==> src/rtl/lcd_stream_writer_if.sv <==
// Byte-stream and lcd16x2 bus bundle for lcd_stream_writer.
// The slave modport is the writer itself; master is the surrounding system.
interface lcd_stream_writer_if;
  logic [7:0] char_i;
  logic       char_valid_i;
  logic       char_ready_o;
  logic [7:0] lcd_data_o;
  logic [1:0] lcd_ops_o;
  logic       lcd_enb_o;
  logic       lcd_rdy_i;
  logic       cursor_row_o;
  logic [4:0] cursor_col_o;

  modport master (
    output char_i, char_valid_i, lcd_rdy_i,
    input  char_ready_o, lcd_data_o, lcd_ops_o, lcd_enb_o, cursor_row_o, cursor_col_o
  );

  modport slave (
    input  char_i, char_valid_i, lcd_rdy_i,
    output char_ready_o, lcd_data_o, lcd_ops_o, lcd_enb_o, cursor_row_o, cursor_col_o
  );
endinterface

==> src/rtl/lcd_stream_writer.sv <==
// Turns a byte stream into lcd16x2 data/instruction writes with cursor tracking.
// Define LCD_STREAM_WRAP_EN to wrap to the next row at the line end instead of discarding.
module lcd_stream_writer #(
  parameter int         NUM_OF_CHARS     = 16,
  parameter logic [7:0] LCD_SETDDRAMADDR = 8'b10000000,
  parameter logic [7:0] LCD_ROW_OFFSET   = 8'b01000000,
  parameter logic [7:0] LCD_CLEAR        = 8'b00000001
) (
  input logic                 clk_i,
  input logic                 rst_ni,
  lcd_stream_writer_if.slave  bus
);

  typedef enum logic [2:0] {
    START,
    IDLE,
    ISSUE,
    WAIT_BUSY,
    WAIT_DONE,
    FIXUP
  } state_e;

  localparam logic [1:0] OPS_DATA  = 2'd1;
  localparam logic [1:0] OPS_INSTR = 2'd3;
  localparam logic [4:0] LAST_COL  = 5'(NUM_OF_CHARS - 1);
`ifndef LCD_STREAM_WRAP_EN
  localparam logic [4:0] FULL_COL  = 5'(NUM_OF_CHARS);
`endif

  state_e     state_q, state_d;
  logic       row_q;
  logic [4:0] col_q;
  logic [7:0] pend_data_q, pend_data_d;
  logic [1:0] pend_ops_q, pend_ops_d;
  logic       pend_row_q, pend_row_d;
  logic [4:0] pend_col_q, pend_col_d;
  logic       pend_fix_q, pend_fix_d;
  logic [7:0] data_q;
  logic [1:0] ops_q;
  logic       enb_q;
  logic       load_pend, launch, drop, complete;
  logic       accept;

  assign bus.char_ready_o = rst_ni && (state_q == IDLE);
  assign accept           = bus.char_ready_o && bus.char_valid_i;
  assign bus.lcd_data_o   = data_q;
  assign bus.lcd_ops_o    = ops_q;
  assign bus.lcd_enb_o    = enb_q;
  assign bus.cursor_row_o = row_q;
`ifdef LCD_STREAM_WRAP_EN
  assign bus.cursor_col_o = col_q;
`else
  assign bus.cursor_col_o = (col_q == FULL_COL) ? LAST_COL : col_q;
`endif

  always_ff @(posedge clk_i) begin
    if (!rst_ni) begin
      state_q <= START;
    end else begin
      state_q <= state_d;
    end
  end

  // The pending_* set describes the queued operation and the cursor it leaves behind.
  always_comb begin
    state_d     = state_q;
    load_pend   = 1'b0;
    launch      = 1'b0;
    drop        = 1'b0;
    complete    = 1'b0;
    pend_data_d = pend_data_q;
    pend_ops_d  = pend_ops_q;
    pend_row_d  = pend_row_q;
    pend_col_d  = pend_col_q;
    pend_fix_d  = pend_fix_q;

    unique case (state_q)
      START: begin
        load_pend   = 1'b1;
        pend_data_d = LCD_CLEAR;
        pend_ops_d  = OPS_INSTR;
        pend_row_d  = 1'b0;
        pend_col_d  = 5'd0;
        pend_fix_d  = 1'b0;
        state_d     = ISSUE;
      end

      IDLE: begin
        if (accept) begin
          load_pend  = 1'b1;
          pend_fix_d = 1'b0;
          state_d    = ISSUE;
          case (bus.char_i)
            8'h0A: begin
              pend_row_d  = ~row_q;
              pend_col_d  = 5'd0;
              pend_ops_d  = OPS_INSTR;
              pend_data_d = LCD_SETDDRAMADDR | (row_q ? 8'h00 : LCD_ROW_OFFSET);
            end
            8'h0D: begin
              pend_row_d  = row_q;
              pend_col_d  = 5'd0;
              pend_ops_d  = OPS_INSTR;
              pend_data_d = LCD_SETDDRAMADDR | (row_q ? LCD_ROW_OFFSET : 8'h00);
            end
            8'h0C: begin
              pend_row_d  = 1'b0;
              pend_col_d  = 5'd0;
              pend_ops_d  = OPS_INSTR;
              pend_data_d = LCD_CLEAR;
            end
            default: begin
              pend_row_d  = row_q;
              pend_ops_d  = OPS_DATA;
              pend_data_d = bus.char_i;
              if (col_q == LAST_COL) begin
`ifdef LCD_STREAM_WRAP_EN
                pend_row_d = ~row_q;
                pend_col_d = 5'd0;
                pend_fix_d = 1'b1;
`else
                pend_col_d = FULL_COL;
`endif
              end else begin
                pend_col_d = col_q + 5'd1;
              end
`ifndef LCD_STREAM_WRAP_EN
              // Past the line end printable bytes are swallowed without touching the LCD.
              if (col_q == FULL_COL) begin
                load_pend = 1'b0;
                state_d   = IDLE;
              end
`endif
            end
          endcase
        end
      end

      ISSUE: begin
        if (bus.lcd_rdy_i) begin
          launch  = 1'b1;
          state_d = WAIT_BUSY;
        end
      end

      WAIT_BUSY: begin
        if (!bus.lcd_rdy_i) begin
          drop    = 1'b1;
          state_d = WAIT_DONE;
        end
      end

      WAIT_DONE: begin
        if (bus.lcd_rdy_i) begin
          complete = 1'b1;
          state_d  = pend_fix_q ? FIXUP : IDLE;
        end
      end

      FIXUP: begin
        // Cursor already moved to the new row; re-point DDRAM at its start.
        load_pend   = 1'b1;
        pend_data_d = LCD_SETDDRAMADDR | (row_q ? LCD_ROW_OFFSET : 8'h00);
        pend_ops_d  = OPS_INSTR;
        pend_row_d  = row_q;
        pend_col_d  = col_q;
        pend_fix_d  = 1'b0;
        state_d     = ISSUE;
      end

      default: begin
        state_d = START;
      end
    endcase
  end

  always_ff @(posedge clk_i) begin
    if (!rst_ni) begin
      row_q       <= 1'b0;
      col_q       <= 5'd0;
      pend_data_q <= 8'h00;
      pend_ops_q  <= 2'd0;
      pend_row_q  <= 1'b0;
      pend_col_q  <= 5'd0;
      pend_fix_q  <= 1'b0;
      data_q      <= 8'h00;
      ops_q       <= 2'd0;
      enb_q       <= 1'b0;
    end else begin
      if (load_pend) begin
        pend_data_q <= pend_data_d;
        pend_ops_q  <= pend_ops_d;
        pend_row_q  <= pend_row_d;
        pend_col_q  <= pend_col_d;
        pend_fix_q  <= pend_fix_d;
      end
      if (launch) begin
        data_q <= pend_data_q;
        ops_q  <= pend_ops_q;
        enb_q  <= 1'b1;
      end
      if (drop) begin
        enb_q <= 1'b0;
      end
      if (complete) begin
        row_q <= pend_row_q;
        col_q <= pend_col_q;
      end
    end
  end

endmodule

==> src/flat_wrapper.sv <==
// flat-port wrapper written by rule: the top's interface ports become plain ports
module lcd_stream_writer_flat 
#(
  parameter int         NUM_OF_CHARS     = 16,
  parameter logic [7:0] LCD_SETDDRAMADDR = 8'b10000000,
  parameter logic [7:0] LCD_ROW_OFFSET   = 8'b01000000,
  parameter logic [7:0] LCD_CLEAR        = 8'b00000001
)
  (clk_i, rst_ni, bus_char_i, bus_char_valid_i, bus_lcd_rdy_i, bus_char_ready_o, bus_lcd_data_o, bus_lcd_ops_o, bus_lcd_enb_o, bus_cursor_row_o, bus_cursor_col_o);
  lcd_stream_writer_if bus_i ();
  input logic clk_i;
  input logic rst_ni;
  input wire logic [$bits(bus_i.char_i)-1:0] bus_char_i;
  input wire logic [$bits(bus_i.char_valid_i)-1:0] bus_char_valid_i;
  input wire logic [$bits(bus_i.lcd_rdy_i)-1:0] bus_lcd_rdy_i;
  output wire logic [$bits(bus_i.char_ready_o)-1:0] bus_char_ready_o;
  output wire logic [$bits(bus_i.lcd_data_o)-1:0] bus_lcd_data_o;
  output wire logic [$bits(bus_i.lcd_ops_o)-1:0] bus_lcd_ops_o;
  output wire logic [$bits(bus_i.lcd_enb_o)-1:0] bus_lcd_enb_o;
  output wire logic [$bits(bus_i.cursor_row_o)-1:0] bus_cursor_row_o;
  output wire logic [$bits(bus_i.cursor_col_o)-1:0] bus_cursor_col_o;
  assign bus_i.char_i = bus_char_i;
  assign bus_i.char_valid_i = bus_char_valid_i;
  assign bus_i.lcd_rdy_i = bus_lcd_rdy_i;
  assign bus_char_ready_o = bus_i.char_ready_o;
  assign bus_lcd_data_o = bus_i.lcd_data_o;
  assign bus_lcd_ops_o = bus_i.lcd_ops_o;
  assign bus_lcd_enb_o = bus_i.lcd_enb_o;
  assign bus_cursor_row_o = bus_i.cursor_row_o;
  assign bus_cursor_col_o = bus_i.cursor_col_o;
  lcd_stream_writer #(.NUM_OF_CHARS(NUM_OF_CHARS), .LCD_SETDDRAMADDR(LCD_SETDDRAMADDR), .LCD_ROW_OFFSET(LCD_ROW_OFFSET), .LCD_CLEAR(LCD_CLEAR)) u_core (.clk_i(clk_i), .rst_ni(rst_ni), .bus(bus_i));
endmodule
==> config.mk <==
export PLATFORM = sky130hd
export DESIGN_NAME = lcd_stream_writer_flat
export DESIGN_NICKNAME = d
export VERILOG_FILES = /design/src/rtl/lcd_stream_writer_if.sv /design/src/rtl/lcd_stream_writer.sv /design/src/flat_wrapper.sv
export SDC_FILE = /design/constraint.sdc
export NUM_CORES = 1
export LEC_CHECK = 0
export ABC_AREA = 1
export CAP_MARGIN = 0
export CORE_MARGIN = 2
export CORE_UTILIZATION = 50
export CTS_CLUSTER_DIAMETER = 30
export DETAILED_ROUTE_END_ITERATION = 8
export GPL_TIMING_DRIVEN = 0
export MAX_ROUTING_LAYER = met4
export PLACE_DENSITY_LB_ADDON = 0.1
export SLEW_MARGIN = 20
export SYNTH_ARGS = -nofsm -noshare
export SYNTH_HDL_FRONTEND = slang
export SYNTH_SLANG_ARGS = --single-unit
==> constraint.sdc <==
create_clock -name clk_i -period 2.1 [get_ports clk_i]
set_input_delay 0.315 -clock clk_i [delete_from_list [all_inputs] [get_ports clk_i]]
set_output_delay 0.315 -clock clk_i [all_outputs]
set_load 0.1 [all_outputs]
==> metrics, run 1 <==
Total GRT Usage 23.2%; DIE WIDTH 66.5 um; Crit. End Element output pin; Routability Congestion 0.897; DR vias/cell 5.12; Setup TNS 0 ps; CP max FO 2; dominant cells by area after synthesis dfxtp_1 (37%), nand2_1 (12%), nor2_1 (9.0%); Worst Path Buf+Inv 1; post-place instance area 0.00231 mm^2; die area 0.00442 mm^2; post-route core utilization 66.6%; Syn Area/Cell 6.88 um^2; Detailed Route WL 4.64 mm; synth unique cells 31; Slew Viols, Final 0; Final Cell Area 0.00248 mm^2; Starting Density 52.6%; Post-DP HPWL 3.48 mm; Worst Path Arrival 1740 ps; complex-gate fraction of the synthesized area 11.8%; Layout Skew 8.27 ps; reg-to-reg critical path startpoint u_core.col_q[0]; Post-Synth Simple-Gate Area 41.4%; fin crit share 98.0%; Clk Latency, worst-skew pair 280 ps; IO Count 30; DRT antenna net count 0; Seq cells post-synth 36; commonest non-fill, non-tap cell in the layout nand2_1; area of the mapped netlist 0.00195 mm^2; slowest cell delay on critical path 1130 ps; Cell Rows 22; multiplexer area fraction after synthesis 0%; initial antenna violation count 0; hold_ws 460 ps; Num Clock Sinks 36; Place WS -879 ps; vias in the first global route 1,709; RR Endpoint u_core.pend_data_q[6]; Synth Area in XOR/XNOR 0%; largest net degree at the start of global routing 17; FF+latch area 721 um^2; Synth warnings 0; first-pass GRT wire length 7.66 mm; via count 1,885; Levels on crit path 1; end of the critical path bus_lcd_data_o[3]; RSZ-0062 raised after global routing false; Core Region 0.00372 mm^2; worst-case vdd ir drop 0.711 mV; Clock Path Buffers 2; r2r setup slk 350 ps; outcome completed; Critical Path Source u_core.bus.lcd_data_o[3]; CP max-delay cell clkdlybuf4s50_1; Max-slew headroom 34.1%; total grt overflow 0; Leakage 1.15 nW; Clock transition at path regs 70 ps; Min-Delay Path Class reg -> reg; sequential share of the synthesized area 36.9%; top-area cell type share of the netlist area 36.9%; DRT iter0 DRCs 133; CTS buffer count 5; Post-Place Cells 361; Final Power 2.89 mW; Pre-Repair DR Iteration Count 4; layout cell share with drive strength beyond 1 14.7%; # H-tree levels 2; post-synth net total 299; Final setup viols 0; power per cell area 1170 mW/mm^2; # diodes 0; maxcap violations 0; clock tree from TritonCTS built; Root Buffer clkbuf_8; Port Buffers 29; Achievable Freq 0.486 GHz; final hold vios 0; NumNets Final 334; DR WL/cell 12.6 um; DRC errors left 0; fin cells 368; area growth from synthesis to final layout 26.7%; CP delay by family, top buffers and inverters; most frequent cells in the layout nand2_1 (62), nor2_1 (46), dfxtp_1 (36); Synth Instances 284; Filler cells 345; Post-Synth Adder-Cell Area 1.92%; R2R depth 9; slew of the pin with the lowest slew margin 986 ps; combinational family with the most area after synthesis simple AND/OR/NAND/NOR gates; crit path cell chain clkdlybuf4s50_1; area used by multi-input combinational logic 0.00109 mm^2; Setup crit start kind flop; die height 66.5 um; PnR worst setup slack 41.7 ps; cell taking the most area after synthesis dfxtp_1; min Tclk post-route 2060 ps; Setup Crit Path Kind reg -> out; CP required 1780 ps
what timing repair did:
item	CTS	global route
gates resized for setup	34	19
hold buffers	0	0
buffers inserted	0	0
setup endpoints to repair	7	10
cells by family after synthesis:
family / count (synthesis)
simple gates: 165
compound gates: 43
buf+inv: 37
flops: 36
fa+ha+maj: 3
flip-flops by register name, summed over array words and instances (netlist names):
signal and flops:
u_core.bus.lcd_enb_o 1, u_core.pend_data_q 8, u_core.pend_col_q 5, u_core.pend_ops_q 2, u_core.bus.lcd_ops_o 2, u_core.bus.cursor_row_o 1
u_core.bus.lcd_data_o 8, u_core.col_q 5, u_core.pend_row_q 1, u_core.state_q 3
power breakdown:
part / total [mW] / internal, mW / switching (mW) / leakage, nW
clock: 0.661 / 0.419 / 0.242 / 0.0645
combinational: 1.27 / 0.422 / 0.848 / 0.795
sequential: 0.960 / 0.861 / 0.0989 / 0.294
total: 2.89 / 1.70 / 1.19 / 1.15
per-layer routing:
layer	GRT usage, %	share of wire (%)
met5	-	0
met1	29.2	48
met4	4.59	0.58
met3	5.74	4.8
met2	38.0	47
worst min-delay path by stage:
stage / endpoint / slack [ps] / cells after the start / from
after floorplan: u_core.pend_ops_q[1] / 440 / 2 / u_core.pend_ops_q[1]
after global placement: u_core.bus.lcd_data_o[0] / 450 / 2 / u_core.bus.lcd_data_o[0]
after detailed placement: u_core.bus.lcd_data_o[7] / 450 / 2 / u_core.bus.lcd_data_o[7]
after CTS: u_core.bus.lcd_data_o[7] / 470 / 2 / u_core.bus.lcd_data_o[7]
after global routing: u_core.bus.lcd_data_o[6] / 480 / 2 / u_core.bus.lcd_data_o[6]
final: u_core.bus.lcd_data_o[4] / 460 / 2 / u_core.bus.lcd_data_o[4]
worst reg2reg max path, cell delays in order, from the launching register on:
cell and delay, ps:
dfxtp_1 340, inv_1 130, ha_1 190, nand3_1 120
nor2_4 160, nand3_4 120, a21oi_2 220, buf_4 220
nor2_1 60, nor2_1 110
synth_stat cells, drive strengths merged:
cell,count
nand3,20
o211ai,1
ha,3
nor2,57
a211oi,1
buf,4
inv,27
nor3b,1
nand2,66
a21oi,24
nand3b,14
a31oi,1
nand4,4
nor3,1
clkbuf,6
a21boi,1
o21ai,15
dfxtp,36
or2,2
cell type report:
| cell class | count | area share (%) |
|---|---|---|
| Sequential cell | 36 | 29.1 |
| Clock inverter | 1 | 1.21 |
| Clock buffer | 7 | 3.89 |
| Tap cell | 48 | 2.43 |
| Inverter | 27 | 4.09 |
| Timing Repair Buffer | 29 | 13.1 |
| Buffer | 9 | 2.02 |
| Multi-Input combinational cell | 211 | 44.1 |
(Power assumes the default switching activity.)
==> run 2, diff against run 1 <==
--- a/config.mk
+++ b/config.mk
@@ -8,7 +8,7 @@
 export ABC_AREA = 1
 export CAP_MARGIN = 0
 export CORE_MARGIN = 2
-export CORE_UTILIZATION = 50
+export CORE_UTILIZATION = 48
 export CTS_CLUSTER_DIAMETER = 30
 export DETAILED_ROUTE_END_ITERATION = 8
 export GPL_TIMING_DRIVEN = 0
==> constraint.sdc (replaced) <==
create_clock -name clk_i -period 1.7 [get_ports clk_i]
set_input_delay 0.255 -clock clk_i [delete_from_list [all_inputs] [get_ports clk_i]]
set_output_delay 0.255 -clock clk_i [all_outputs]
set_load 0.1 [all_outputs]
==> run 2 against run 1 <==
Compared with the run above: first-iteration DRC count rose by 18%; register-to-register slack lost 340 ps; clock power up 12%; combinational power rose by 28%; die area grew 3.9%; worst setup slack lost 33 ps; worst hold slack lost 32 ps; flip-flop and latch count stayed put.
==> metrics, run 2 (synthesized netlist as in run 1, its figures left out) <==
area growth from synthesis to final layout 35.1%; NumNets Final 345 (+3.3%); Routability Congestion 0.828 (-7.7%); maxcap violations 0 (unchanged); Min-Delay Path Class in -> reg; initial antenna violation count 0 (unchanged); layout cell share with drive strength beyond 1 25.7% (+11 points); die area 0.00460 mm^2 (+3.9%); RSZ-0062 raised after global routing true; Pre-Repair DR Iteration Count 4 (unchanged); DIE WIDTH 67.8 um (+1.9%); first-pass GRT wire length 7.66 mm (unchanged); final hold vios 0 (unchanged); worst-case vdd ir drop 0.721 mV (+1.4%); via count 1,926 (+2.2%); DR WL/cell 12.9 um (+2.3%); clock tree from TritonCTS built; Slew Viols, Final 0 (unchanged); Core Region 0.00397 mm^2 (+6.9%); Final Cell Area 0.00264 mm^2 (+6.6%); DR vias/cell 5.06 (-1.3%); PnR worst setup slack 8.46 ps (-33.2 ps); slowest cell delay on critical path 370 ps (-760 ps); Port Buffers 29 (unchanged); Filler cells 354 (+2.6%); Clk Latency, worst-skew pair 290 ps (about the same); Place WS -1180 ps (-304 ps); Starting Density 49.2% (-3.4 points); Total GRT Usage 23.0% (-0.16 points); Achievable Freq 0.591 GHz; crit path cell chain ha_1, nand2_1, nor2_1, ha_1, or2_2, o21ai_2, nor2_2, nor2_2; IO Count 30 (unchanged); # H-tree levels 2 (unchanged); DRT antenna net count 0 (unchanged); DRT iter0 DRCs 157 (+18%); outcome completed; largest net degree at the start of global routing 13 (-4); fin crit share 99.5%; vias in the first global route 1,642 (-3.9%); hold buffer count at cts 0 (unchanged); Post-DP HPWL 3.57 mm (+2.6%); most frequent cells in the layout nand2_1 (58), nor2_1 (44), dfxtp_1 (33); Max-slew headroom 63.8% (+30 points); Setup TNS 0 ps (unchanged); Leakage 1.16 nW (+0.41%); Num Clock Sinks 36 (unchanged); CTS buffer count 5 (unchanged); # diodes 0 (unchanged); Setup crit start kind flop; DRC errors left 0 (unchanged); Final setup viols 0 (unchanged); Detailed Route WL 4.91 mm (+6.0%); Crit. End Element flop; Clock transition at path regs 70 ps (about the same); post-route core utilization 66.5% (-0.16 points); CP max-delay cell dfxtp_4; Setup Crit Path Kind reg -> reg; Cell Rows 23 (+4.5%); Clock Path Buffers 2 (unchanged); CP required 1920 ps (+140 ps); power per cell area 1340 mW/mm^2 (+15%); commonest non-fill, non-tap cell in the layout nand2_1; min Tclk post-route 1690 ps; total grt overflow 0 (unchanged); Layout Skew 7.94 ps (-0.321 ps); post-place instance area 0.00232 mm^2 (+0.38%); slew of the pin with the lowest slew margin 545 ps (-441 ps); Root Buffer clkbuf_8; CP max FO 4 (+2); Worst Path Arrival 1920 ps (+180 ps); die height 67.8 um (+1.9%)
## run 2: per-layer routing
layer	vias up	track usage, %	wire, um
met3	7	3.95	269
met4	0	5.25	55
met1	868	33.5	2420
li1	1002	-	-
met5	-	-	0
met2	49	33.5	2170
## run 2: layout make-up
class	instances	area [um^2]	area share (%)
multi-input combinational	211	1160	43.8
sequential	36	729	27.6
buffer	10	58.8	2.23
inverter	27	109	4.12
timing repair buffer	39	413	15.6
tap	50	62.6	2.37
clock buffer	5	68.8	2.61
clock inverter	3	42.5	1.61
## run 2: per-stage QoR
step	instances	hold WS [ps]	power (mW)
after floorplan	284	393	2.40
after global placement	363	452	2.72
after detailed placement	363	452	2.75
after CTS	372	465	3.51
after global routing	381	448	3.82
final	381	428	3.55
## run 2: final timing paths
check,slack (ps),depth (start not counted),from,endpoint
worst min-delay path,430,5,bus_char_i[3],u_core.pend_data_q[3]
worst max register to register,8,8,u_core.col_q[0],u_core.pend_col_q[4]
worst max-delay path,8,8,u_core.col_q[0],u_core.pend_col_q[4]
worst min register to register,460,2,u_core.bus.lcd_data_o[3],u_core.bus.lcd_data_o[3]
## run 2: worst max-delay path, delay by kind of cell, from the launching register on
family,cells,cell delay (ps)
AOI/OAI and AO/OA,1,170
adders and majority gates,2,490
and+or+nand+nor,5,620
DFF,1,370
## run 2: what timing repair did
action | 4_1_cts | 5_1_grt
gates cloned | 0 | 0
hold endpoints to repair | 0 | 0
resized for setup | 98 | 18
setup buffers | 1 | 9
pin swaps | 1 | 2
endpoints found under the setup margin | 28 | 19
## run 2: where the power goes
group          internal [mW]  switching, mW
Sequential              1.06          0.126
Clock                  0.434          0.308
Combinational          0.560           1.06
Total                   2.06           1.49
